===== config.mk =====
export PLATFORM = sky130hd
export DESIGN_NAME = serial_subtractor
export DESIGN_NICKNAME = d
export VERILOG_FILES = /design/src/rtl/serial_subtractor_pkg.sv /design/src/rtl/serial_subtractor_cell.sv /design/src/rtl/serial_subtractor.sv
export SDC_FILE = /design/constraint.sdc
export NUM_CORES = 1
export LEC_CHECK = 0
export CAP_MARGIN = 10
export CORE_MARGIN = 2
export CORE_UTILIZATION = 44
export DETAILED_ROUTE_END_ITERATION = 16
export GPL_ROUTABILITY_DRIVEN = 0
export HOLD_SLACK_MARGIN = 0.08
export PLACE_DENSITY = 0.74
export SLEW_MARGIN = 25
export SYNTH_ARGS = -nofsm -noshare
export SYNTH_HDL_FRONTEND = slang
export SYNTH_SLANG_ARGS = --single-unit
export TNS_END_PERCENT = 50

===== constraint.sdc =====
create_clock -name clk -period 1.3 [get_ports clk]
set_input_delay 0.26 -clock clk [delete_from_list [all_inputs] [get_ports clk]]
set_output_delay 0.26 -clock clk [all_outputs]
set_load 0.01 [all_outputs]

===== src/rtl/serial_subtractor_pkg.sv =====
// -----------------------------------------------------------------------------
// serial_subtractor_pkg
// Shared definitions for the bit-serial arithmetic blocks.
// The state encoding is shared with the serial adder so that both blocks
// present the same IDLE/RUN/DONE codes to debug and monitoring logic.
// -----------------------------------------------------------------------------
package serial_subtractor_pkg;

   localparam logic [1:0] S_IDLE = 2'd0;
   localparam logic [1:0] S_RUN  = 2'd1;
   localparam logic [1:0] S_DONE = 2'd2;

   typedef enum logic [1:0] {
      ST_IDLE = S_IDLE,
      ST_RUN  = S_RUN,
      ST_DONE = S_DONE
   } state_t;

   // Bit counter must be able to hold WIDTH itself after the final RUN edge.
   function automatic int cnt_width(input int width);
      return $clog2(width) + 1;
   endfunction

endpackage


===== src/rtl/serial_subtractor_cell.sv =====
// -----------------------------------------------------------------------------
// half_subtractor / full_subtractor_cell
// Purely combinational one-bit subtraction cells.
//   half_subtractor      : a, b        -> d = a ^ b, bo = ~a & b
//   full_subtractor_cell : a, b, bin   -> d, bout
// The full cell chains two half subtractors (a - b, then - bin) and ORs
// their borrows; the two borrows can never both be set.
// -----------------------------------------------------------------------------
module half_subtractor (
   input  logic a,
   input  logic b,
   output logic d,
   output logic bo
);
   assign d  = a ^ b;
   assign bo = ~a & b;
endmodule

module full_subtractor_cell (
   input  logic a,
   input  logic b,
   input  logic bin,
   output logic d,
   output logic bout
);
   logic d1, b1, b2;

   half_subtractor u_hs_ab (
      .a  (a),
      .b  (b),
      .d  (d1),
      .bo (b1)
   );

   half_subtractor u_hs_bin (
      .a  (d1),
      .b  (bin),
      .d  (d),
      .bo (b2)
   );

   assign bout = b1 | b2;
endmodule


===== src/rtl/serial_subtractor.sv =====
// -----------------------------------------------------------------------------
// serial_subtractor
// Bit-serial unsigned subtractor computing a - b LSB-first, one bit per clock.
// Ports:
//   clk       : rising-edge clock
//   rst_n     : synchronous reset, active-low
//   in_valid  : operands a/b presented        in_ready  : ready for operands
//   a, b      : WIDTH-bit minuend/subtrahend
//   out_valid : diff/borrow valid              out_ready : consumer accepts
//   diff      : (a - b) mod 2^WIDTH            borrow    : 1 iff a < b
//   busy      : operation in RUN or DONE
// -----------------------------------------------------------------------------
module serial_subtractor
   import serial_subtractor_pkg::*;
#(
   parameter int WIDTH = 8
) (
   input  logic             clk,
   input  logic             rst_n,
   input  logic             in_valid,
   output logic             in_ready,
   input  logic [WIDTH-1:0] a,
   input  logic [WIDTH-1:0] b,
   output logic             out_valid,
   input  logic             out_ready,
   output logic [WIDTH-1:0] diff,
   output logic             borrow,
   output logic             busy
);

   localparam int            CW   = cnt_width(WIDTH);
   localparam logic [CW-1:0] LAST = CW'(WIDTH - 1);

   state_t           state_q, state_d;
   logic [CW-1:0]    cnt_q, cnt_d;
   logic [WIDTH-1:0] a_q, a_d;
   logic [WIDTH-1:0] b_q, b_d;
   logic [WIDTH-1:0] diff_q, diff_d;
   logic             bin_q, bin_d;
   logic             borrow_q, borrow_d;
   logic             bit_d, bit_bout;

   full_subtractor_cell u_cell (
      .a    (a_q[0]),
      .b    (b_q[0]),
      .bin  (bin_q),
      .d    (bit_d),
      .bout (bit_bout)
   );

   always_comb begin
      state_d  = state_q;
      cnt_d    = cnt_q;
      a_d      = a_q;
      b_d      = b_q;
      diff_d   = diff_q;
      bin_d    = bin_q;
      borrow_d = borrow_q;
      case (state_q)
         ST_IDLE: begin
            if (in_valid) begin
               a_d     = a;
               b_d     = b;
               bin_d   = 1'b0;
               cnt_d   = '0;
               state_d = ST_RUN;
            end
         end
         ST_RUN: begin
            // Result bits enter at the MSB so that after WIDTH shifts the
            // first (LSB) difference bit has reached position 0.
            diff_d            = diff_q >> 1;
            diff_d[WIDTH-1]   = bit_d;
            a_d               = a_q >> 1;
            b_d               = b_q >> 1;
            bin_d             = bit_bout;
            cnt_d             = cnt_q + 1'b1;
            if (cnt_q == LAST) begin
               borrow_d = bit_bout;
               state_d  = ST_DONE;
            end
         end
         ST_DONE: begin
            if (out_ready) begin
               state_d = ST_IDLE;
            end
         end
         default: state_d = ST_IDLE;
      endcase
   end

   always_ff @(posedge clk) begin
      if (!rst_n) begin
         state_q  <= ST_IDLE;
         cnt_q    <= '0;
         bin_q    <= 1'b0;
         diff_q   <= '0;
         borrow_q <= 1'b0;
      end else begin
         state_q  <= state_d;
         cnt_q    <= cnt_d;
         bin_q    <= bin_d;
         diff_q   <= diff_d;
         borrow_q <= borrow_d;
      end
   end

   // Operand shift registers carry no control meaning; reset is not needed.
   always_ff @(posedge clk) begin
      a_q <= a_d;
      b_q <= b_d;
   end

   // Handshake outputs depend on state only: no out_ready -> in_ready path.
   assign in_ready  = (state_q == ST_IDLE);
   assign out_valid = (state_q == ST_DONE);
   assign busy      = (state_q != ST_IDLE);
   assign diff      = diff_q;
   assign borrow    = borrow_q;

endmodule


==> results of run 1 <==
## critical path: cells and delay by family, from the launching register on
kind          cells  cell delay, ns
flops             1            0.34
buf+inv           2            0.26
simple gates      1            0.15
## logic make-up after synthesis
family,count (synthesis)
and+or+nand+nor,78
DFF,32
AOI/OAI and AO/OA,17
buffers and inverters,11
adders and majority gates,2
muxes,1
## layout make-up
type | count | area, sq um | area share [%]
Multi-Input combinational cell | 98 | 538 | 28.4
Sequential cell | 32 | 803 | 42.3
Clock buffer | 8 | 68.8 | 3.63
Tap cell | 44 | 55.1 | 2.90
Timing Repair Buffer | 43 | 417 | 22.0
Inverter | 4 | 15.0 | 0.792
## sequential cells by signal (all words and copies together) (netlist names)
| register | cells |
|---|---|
| a_q | 8 |
| b_q | 8 |
| diff | 8 |
| cnt_q | 4 |
| state_q | 2 |
| bin_q | 1 |
| borrow | 1 |
## per-layer routing
metal	vias to the layer above	wire length (microns)	track usage (%)
met1	523	1090	17.0
met5	-	0	0
met2	25	1390	31.1
met3	5	141	5.76
met4	0	53	7.62
li1	549	-	-
## Yosys cell counts, drive strengths merged (2+ instances only)
cell type,count
nor2,2
nand2,58
nand3,3
dfxtp,16
edfxtp,16
buf,6
o211ai,2
inv,4
nor2b,4
and2,3
a21boi,9
## power breakdown
group	leakage, nW	switching (mW)	internal [mW]
Sequential	0.295	0.0229	1.14
Combinational	0.489	0.122	0.147
Clock	0.0386	0.330	0.318
Total	0.822	0.475	1.60
## repair_timing
| item | in CTS | in global routing |
|---|---|---|
| setup endpoints to repair | 13 | 13 |
| resized for setup | 28 | 3 |
| hold endpoints to repair | 0 | 0 |
| pin swaps | 1 | 0 |
## path summary, 6_finish.rpt
path / endpoint / slack, ns / cells after the start
hold reg to reg: diff[0] / 0.47 / 2
setup reg to reg: borrow / 0.01 / 4
setup / recovery: out_valid / -0.04 / 3
hold / removal: diff[0] / 0.47 / 2
==> flow_metrics.tcl, run 1 <==
set metrics [dict create \
    status "finished, violations left" \
    failed_checks "setup timing" \
    tns_ns -0.0694 \
    synth_top_family_by_area "simple AND/OR/NAND/NOR gates" \
    grt_usage_pct 16.8 \
    ys_warn_count 0 \
    totalWireLength_microns 2680 \
    clock_skew_ns 0.00911 \
    drc 0 \
    fin_util_pct 62.6 \
    layout.cells.non_filler 229 \
    crit_required_ns 1.04 \
    cts_sinks 32 \
    final_cell_mix "58 x nand2_1, 19 x clkdlybuf4s50_1, 16 x edfxtp_1" \
    die_area_sq_um 3650 \
    ys_seq_area_share_pct 57.2 \
    critPathMaxFanout 8 \
    io_pins 32 \
    cts_buffers 5 \
    die_w_microns 60.4 \
    hold_buffers 0 \
    worstSetupStartpoint "state_q[1]" \
    crit_slowest_cell "dfxtp_2" \
    antenna_found_initial 0 \
    path_clk_slew_ns 0.10 \
    fp-row-count 20 \
    period_needed_ns 1.34 \
    place_inst 221 \
    fin_crit_sh_pct 103 \
    yosys.area_share.simple_pct 24.8 \
    muxShareOfSynthArea_pct 0.716 \
    synth_compound_area_share_pct 10.3 \
    synthXorXnorAreaFrac_pct 0 \
    synth_ff_type "edfxtp_1" \
    die_h_microns 60.4 \
    grt_first_pass_wirelength_microns 4400 \
    worstMarginPinSlew_ns 0.236 \
    nFillCells 272 \
    cts-root-buf "clkbuf_4" \
    synth_area_leaders "edfxtp_1 34%, dfxtp_1 23%, nand2_1 16%, a21boi_2 4.8%, buf_4 2.1%" \
    rsz0062_at_grt "yes" \
    crit_path_max_incr_delay_ns 0.34 \
    setup-violations-final 3 \
    cp-start-kind "register" \
    hp-start "diff[0]" \
    synthToLayoutAreaGrowth_pct 35.6 \
    vias 1102 \
    ant_nets 0 \
    syn_area_sq_um 1400 \
    synthArstFlopShare_pct 0 \
    ir_drop_mv 0.523 \
    max_slew_margin_pct 84.2 \
    end_kind "primary output" \
    reg2reg_from "b_q[0]" \
    start_util_pct 46.2 \
    maxSlewViolCount 0 \
    place_hpwl_microns 1900 \
    synth.avg_cell_area_sq_um 9.92 \
    fp.coreArea_sq_um 3030 \
    htree_levels 2 \
    synth_edf_count 16 \
    fmax_ghz 0.745 \
    cp.arrival_ns 1.08 \
    totalPowerFinal_mw 2.08 \
    drive_gt1_share_pct 19.5 \
    hold_viol_final 0 \
    synth_top_area_share_pct 34.3 \
    place_area_sq_um 1830 \
    cts_setup_buffers 0 \
    fin_ws_ns -0.0430 \
    syn_inst 141 \
    synth_nets 163 \
    overflow 0 \
    nets 206 \
    firstDrtPassIters 4 \
    cts_buffer_depth 2 \
    yosys.area_share.adder_pct 2.33 \
    grt_max_degree 26 \
    clkLatencyLatePin_ns 0.33 \
    diodes 0 \
    preCtsSetupSlack_ns -0.134 \
    final_area_sq_um 1900 \
    hold_ws_ns 0.470 \
    port_buffers 31 \
    netlist.top_cell.by_area "edfxtp_1" \
    via_per_inst 4.81 \
    final_common_cell "nand2_1" \
    crit_path_cell_trace "buf_6 > and2b_1 > buf_2" \
    critPathKind "reg -> out" \
    synthDistinctLibCells 34 \
    hold_path.class "reg -> reg" \
    post_drt_wl_per_cell_microns 11.7 \
    drtIter0Drc 38 \
    tritoncts "done" \
    first_global_vias 1043 \
    synth-seq-cells 32 \
    cellLeakagePower_nw 0.822 \
    maxCapViolCount 0 \
    cellPowerDensity_nw_per_um2 1090 \
]
Power figures use the tool's default switching activity.
==> run 2, diff against run 1 <==
--- a/config.mk
+++ b/config.mk
@@ -5,13 +5,14 @@
 export SDC_FILE = /design/constraint.sdc
 export NUM_CORES = 1
 export LEC_CHECK = 0
+export ABC_AREA = 1
 export CAP_MARGIN = 10
 export CORE_MARGIN = 2
-export CORE_UTILIZATION = 44
+export CORE_UTILIZATION = 43
 export DETAILED_ROUTE_END_ITERATION = 16
 export GPL_ROUTABILITY_DRIVEN = 0
 export HOLD_SLACK_MARGIN = 0.08
-export PLACE_DENSITY = 0.74
+export PLACE_DENSITY = 0.73
 export SLEW_MARGIN = 25
 export SYNTH_ARGS = -nofsm -noshare
 export SYNTH_HDL_FRONTEND = slang
==> run 2 against run 1 <==
Net effect:
- the flow now finishes without violations
- cell count is 7.0% higher
- worst setup slack better by 0.079 ns
- routed wire length is 5.5% lower
- final area is 1.1% lower
- sequential share of layout area is 0.81 points higher
- first-iteration DRC count is 26% lower
- non-clock buffer count is 1 lower
- critical path depth is 1 higher
- via count is 1.3% higher
- register-to-register slack better by 0.03 ns
- synthesized cell count is 11% higher
- fmax is 6.3% higher
- largest cell class unchanged
- highest routed layer unchanged
==> flow_metrics.tcl, run 2 <==
set metrics [dict create \
    status "complete, no violations" \
    hold_path.class "reg -> reg" \
    syn_inst 157 \
    synth_edf_count 16 \
    cp-start-kind "register" \
    synthDistinctLibCells 18 \
    period_needed_ns 1.26 \
    cts_buffers 5 \
    ir_drop_mv 0.650 \
    htree_levels 2 \
    nFillCells 281 \
    cts_sinks 32 \
    via_per_inst 4.56 \
    place_hpwl_microns 1770 \
    crit_path_max_incr_delay_ns 0.39 \
    maxSlewViolCount 0 \
    synth.avg_cell_area_sq_um 8.59 \
    fmax_ghz 0.791 \
    internal_power_mw 1.60 \
    cellPowerDensity_nw_per_um2 1140 \
    synth-seq-cells 32 \
    cp_top_family "adder cells" \
    place_area_sq_um 1780 \
    synth_area_leaders "edfxtp_1 36%, dfxtp_1 24%, nand2_1 16%, nor2_1 6.7%, o21ai_0 3.7%" \
    totalWireLength_microns 2530 \
    maxCapViolCount 0 \
    synthXorXnorAreaFrac_pct 0 \
    yosys.area_share.adder_pct 2.41 \
    final_common_cell "nand2_1" \
    drive_gt1_share_pct 16.9 \
    grt_first_pass_wirelength_microns 4170 \
    fin_crit_sh_pct 97.2 \
    tritoncts "done" \
    wl_met2_microns 1220 \
    crit_slowest_cell "fa_2" \
    critPathKind "reg -> reg" \
    firstDrtPassIters 4 \
    fp-row-count 20 \
    power_switching_mw 0.541 \
    final_area_sq_um 1880 \
    seqPwrFrac_pct 56.0 \
    ant_nets 0 \
    yosys.area_share.simple_pct 24.9 \
    die_area_sq_um 3600 \
    grt_usage_pct 16.2 \
    antenna_found_initial 0 \
    vias 1116 \
    ys_seq_area_share_pct 59.4 \
    totalPowerFinal_mw 2.14 \
    die_w_microns 60.0 \
    grt_max_degree 34 \
    yosysMostFrequentCell "nand2_1" \
    ys_warn_count 0 \
    start_util_pct 44.5 \
    combPwrFrac_pct 16.5 \
    max_slew_margin_pct 86.9 \
    end_kind "register" \
    drtIter0Drc 28 \
    sw_frac_of_total_pct 25.3 \
    synthToLayoutAreaGrowth_pct 39.1 \
    muxShareOfSynthArea_pct 0 \
    hold_ws_ns 0.486 \
    first_global_vias 1029 \
    synth_top_area_share_pct 35.6 \
    diodes 0 \
    critPathMaxFanout 2 \
    clkLatencyLatePin_ns 0.33 \
    post_drt_wl_per_cell_microns 10.3 \
    synthArstFlopShare_pct 0 \
    cp.arrival_ns 1.54 \
    synth_compound_area_share_pct 7.05 \
    cts_buffer_depth 2 \
    netlist.top_cell.by_area "edfxtp_1" \
    final_cell_mix "58 x nand2_1, 22 x nor2_1, 19 x clkdlybuf4s50_1" \
    synth_ff_type "edfxtp_1" \
    io_pins 32 \
    drc 0 \
    rsz0062_at_grt "no" \
    die_h_microns 60.0 \
    wl_met1_microns 1130 \
    path_buf_inv 1 \
    cellLeakagePower_nw 0.838 \
    crit_path_cell_trace "inv_1 > fa_2 > or2_2 > a21oi_2" \
    synth_nets 179 \
    nets 222 \
    overflow 0 \
    worstMarginPinSlew_ns 0.196 \
    top_layer_used "met4" \
    clock_skew_ns 0.00718 \
    fin_util_pct 61.9 \
    port_buffers 31 \
    fp.coreArea_sq_um 3030 \
    wl_met3_microns 157 \
    synthTopCellsByCount "58 x nand2_1, 24 x nor2_1, 16 x dfxtp_1, 16 x edfxtp_1, 11 x inv_1" \
    synth_top_family_by_area "simple AND/OR/NAND/NOR gates" \
    p_clk_share_pct 27.5 \
    setup-violations-final 0 \
    path_clk_slew_ns 0.10 \
    hold_viol_final 0 \
    cts-root-buf "clkbuf_4" \
    syn_area_sq_um 1350 \
    crit_required_ns 1.58 \
]
[run 2: changes by cell type after synthesis, moves of 3 or more]
cell,before,now
o21ai_0,1,10
and2_1,3,0
inv_1,3,11
a21oi_1,1,7
nor2b_1,4,0
nor2_1,2,24
a21boi_2,6,0
[run 2: path summary, 6_finish.rpt]
kind / start / slack (ns) / cells after the start / end
worst max-delay path: b_q[0] / 0.04 / 4 / bin_q
worst min-delay path: bin_q / 0.49 / 2 / bin_q
worst min register to register: bin_q / 0.49 / 2 / bin_q
worst max register to register: b_q[0] / 0.04 / 4 / bin_q
[run 2: cell families after synthesis]
group                      after synthesis
and+or+nand+nor                         86
DFF                                     32
AOI/OAI and AO/OA                       19
buffers and inverters                   18
adders and majority gates                2
[run 2: per-stage QoR]
stage                     setup WS [ns]  setup TNS, ns  instances
after floorplan                 0.00608              0        157
after CTS                      -0.00219       -0.00219        244
after detailed placement         -0.220          -3.67        235
after global routing           0.000399              0        245
final                            0.0360              0        245
after global placement           -0.210          -3.45        235
[run 2: layout make-up]
cell class | count | area, sq um | share of cell area [%]
Timing Repair Buffer | 42 | 423 | 22.5
Inverter | 12 | 47.5 | 2.54
Clock buffer | 6 | 51.3 | 2.74
Clock inverter | 2 | 10.0 | 0.534
Sequential cell | 32 | 810 | 43.2
Multi-Input combinational cell | 107 | 479 | 25.6
Tap cell | 44 | 55.1 | 2.94
[run 2: power groups by stage]
stage | Clock, mW | Combinational (mW) | Sequential, mW
floorplan | 0 | 0.167 | 1.23
global placement | 0 | 0.344 | 1.22
detailed placement | 0 | 0.354 | 1.22
CTS | 0.616 | 0.343 | 1.20
global route | 0.660 | 0.392 | 1.21
finish | 0.589 | 0.354 | 1.20
[run 2: routing by layer]
| layer | up-vias | track usage [%] |
|---|---|---|
| met3 | 3 | 7.79 |
| met2 | 31 | 26.4 |
| met4 | 0 | 6.67 |
| met1 | 502 | 18.1 |
| li1 | 580 | - |
| met5 | - | 0 |
[run 2: worst min-delay path, stage by stage (launching register included)]
cell and delay (ns):
dfxtp_1 0.32, nand2_1 0.08, a21oi_2 0.05
[run 2: timing repair]
| item | CTS | global route |
|---|---|---|
| gates resized for setup | 27 | 8 |
| pin swaps | 1 | 2 |
| setup buffers | 1 | 0 |
| hold buffers | 0 | 0 |
| gates cloned | 0 | 1 |
| setup endpoints to repair | 13 | 21 |
==> run 3, diff against run 2 <==
--- a/config.mk
+++ b/config.mk
@@ -5,14 +5,12 @@
 export SDC_FILE = /design/constraint.sdc
 export NUM_CORES = 1
 export LEC_CHECK = 0
-export ABC_AREA = 1
 export CAP_MARGIN = 10
-export CORE_MARGIN = 2
-export CORE_UTILIZATION = 43
+export CORE_UTILIZATION = 44
 export DETAILED_ROUTE_END_ITERATION = 16
 export GPL_ROUTABILITY_DRIVEN = 0
 export HOLD_SLACK_MARGIN = 0.08
-export PLACE_DENSITY = 0.73
+export PLACE_DENSITY = 0.74
 export SLEW_MARGIN = 25
 export SYNTH_ARGS = -nofsm -noshare
 export SYNTH_HDL_FRONTEND = slang
==> run 3 against run 2 <==
Net effect:
- the flow now finishes with violations (setup timing)
- worst setup slack worse by 0.041 ns
- sequential cell count unchanged
- final area is 2.5% higher
- combinational power decreased by 19%
- sequential power decreased by 3%
- routed wire length increased by 3.5%
- clock power down 10%
- critical endpoint is now in_ready
- largest cell class unchanged
- largest power group unchanged
- highest routed layer unchanged
==> flow_metrics.tcl, run 3 (same netlist as run 1, synthesis figures left out) <==
set metrics [dict create \
    cts_buffer_depth 2 \
    r2r_end "borrow" \
    first_global_vias 1049 \
    cts-root-buf "clkbuf_4" \
    reg2reg_from "b_q[0]" \
    r2r_slack_ns -0.005 \
    port_buffers 31 \
    grt_first_pass_wirelength_microns 4340 \
    cp-start-kind "register" \
    cts_sinks 32 \
    fmax_ghz 0.766 \
    grt_usage_pct 17.4 \
    worstSetupStartpoint "state_q[1]" \
    diodes 0 \
    die_area_sq_um 3410 \
    grt_use_met1_pct 19.0 \
    tritoncts "done" \
    end_kind "primary output" \
    drive_gt1_share_pct 19.9 \
    htree_levels 2 \
    gr-usage-met2_pct 31.0 \
    hold_ws_ns 0.467 \
    nets 207 \
    totalPowerFinal_mw 1.97 \
    firstDrtPassIters 4 \
    cellPowerDensity_nw_per_um2 1030 \
    critPathMaxFanout 2 \
    gr-usage-met3_pct 5.27 \
    hold_buffers 0 \
    die_h_microns 58.4 \
    final_cell_mix "58 x nand2_1, 19 x clkdlybuf4s50_1, 16 x edfxtp_1" \
    worstMarginPinSlew_ns 0.178 \
    critPathKind "reg -> out" \
    totalWireLength_microns 2620 \
    hold_viol_final 0 \
    vias 1079 \
    cp.arrival_ns 1.05 \
    via_per_inst 4.69 \
    antenna_found_initial 0 \
    maxSlewViolCount 0 \
    place_hpwl_microns 1830 \
    fp-row-count 20 \
    final_common_cell "nand2_1" \
    clock_skew_ns 0.0117 \
    grt_busiest_layer "met2" \
    r2r.worst_path.cells 4 \
    post_drt_wl_per_cell_microns 11.4 \
    io_pins 32 \
    hold_path_depth 2 \
    fin_crit_sh_pct 100 \
    hp-start "diff[0]" \
    die_w_microns 58.4 \
    place_area_sq_um 1830 \
    setup-violations-final 3 \
    ant_nets 0 \
    fp.coreArea_sq_um 3030 \
    cellLeakagePower_nw 0.834 \
    start_util_pct 46.2 \
    synthToLayoutAreaGrowth_pct 37.4 \
    hold_path.class "reg -> reg" \
    ir_drop_mv 0.810 \
    max_slew_margin_pct 88.1 \
    status "finished, violations left" \
    maxCapViolCount 0 \
    hold_end "diff[0]" \
    final_area_sq_um 1920 \
    rsz0062_at_grt "yes" \
    failed_checks "setup timing" \
    path_clk_slew_ns 0.09 \
    period_needed_ns 1.31 \
    crit_required_ns 1.04 \
    grt_max_degree 26 \
    fin_ws_ns -0.00506 \
    cts_buffers 5 \
    preCtsSetupSlack_ns -0.124 \
    drc 0 \
    drtIter0Drc 23 \
    clkLatencyLatePin_ns 0.33 \
    overflow 0 \
]
[run 3: cell types whose count changed in the layout (fill, tap and decap cells not counted), moves of 3 or more]
cell,delta
a21boi_2,+6
buf_6,+4
nor2_1,-20
nor2b_1,+3
and2_1,+3
o21ai_0,-9
inv_1,-8
a21oi_1,-5
[run 3: worst max-delay path: stages, from the launching register on]
cell and delay, ns:
dfxtp_2 0.33, or2_4 0.25, inv_2 0.05, buf_6 0.09
[run 3: how the worst max path moves through the flow]
stage	endpoint	slack, ns	cells after the start
finish	in_ready	-0.005	3
global route	borrow	-0.11	4
global placement	in_ready	-0.12	3
CTS	out_valid	-0.13	4
detailed placement	in_ready	-0.12	3
floorplan	borrow	0.02	3
[run 3: final cells by class]
cell class / count / area (sq um)
multi-input combinational: 98 / 554
inverter: 4 / 17.5
tap: 44 / 55.1
timing repair buffer: 44 / 444
clock inverter: 1 / 3.75
clock buffer: 7 / 45.0
fill: 251 / 1110
sequential: 32 / 802
[run 3: repair_timing]
action | CTS | global route
pin swaps | 1 | 0
setup buffers | 1 | 0
resized for setup | 26 | 10
setup endpoints to repair | 25 | 47
cloned | 0 | 1
[run 3: power breakdown]
| part | internal (mW) | switching, mW |
|---|---|---|
| registers | 1.14 | 0.0218 |
| logic | 0.160 | 0.128 |
| clock network | 0.208 | 0.320 |
| total | 1.50 | 0.470 |
[run 3: per-layer routing]
| layer | wire, microns | share of wire, % |
|---|---|---|
| met5 | 0 | 0 |
| met4 | 42 | 1.6 |
| met3 | 108 | 4.1 |
| met2 | 1320 | 50 |
| met1 | 1140 | 44 |
[run 3: metrics by stage]
step                setup TNS, ns  cells  utilization (%)
floorplan                       0    141                -
global placement            -1.29    221             60.4
detailed placement          -1.81    221             60.4
CTS                         -3.16    230             62.2
global route               -0.224    230             63.5
finish                    -0.0121    230             63.5
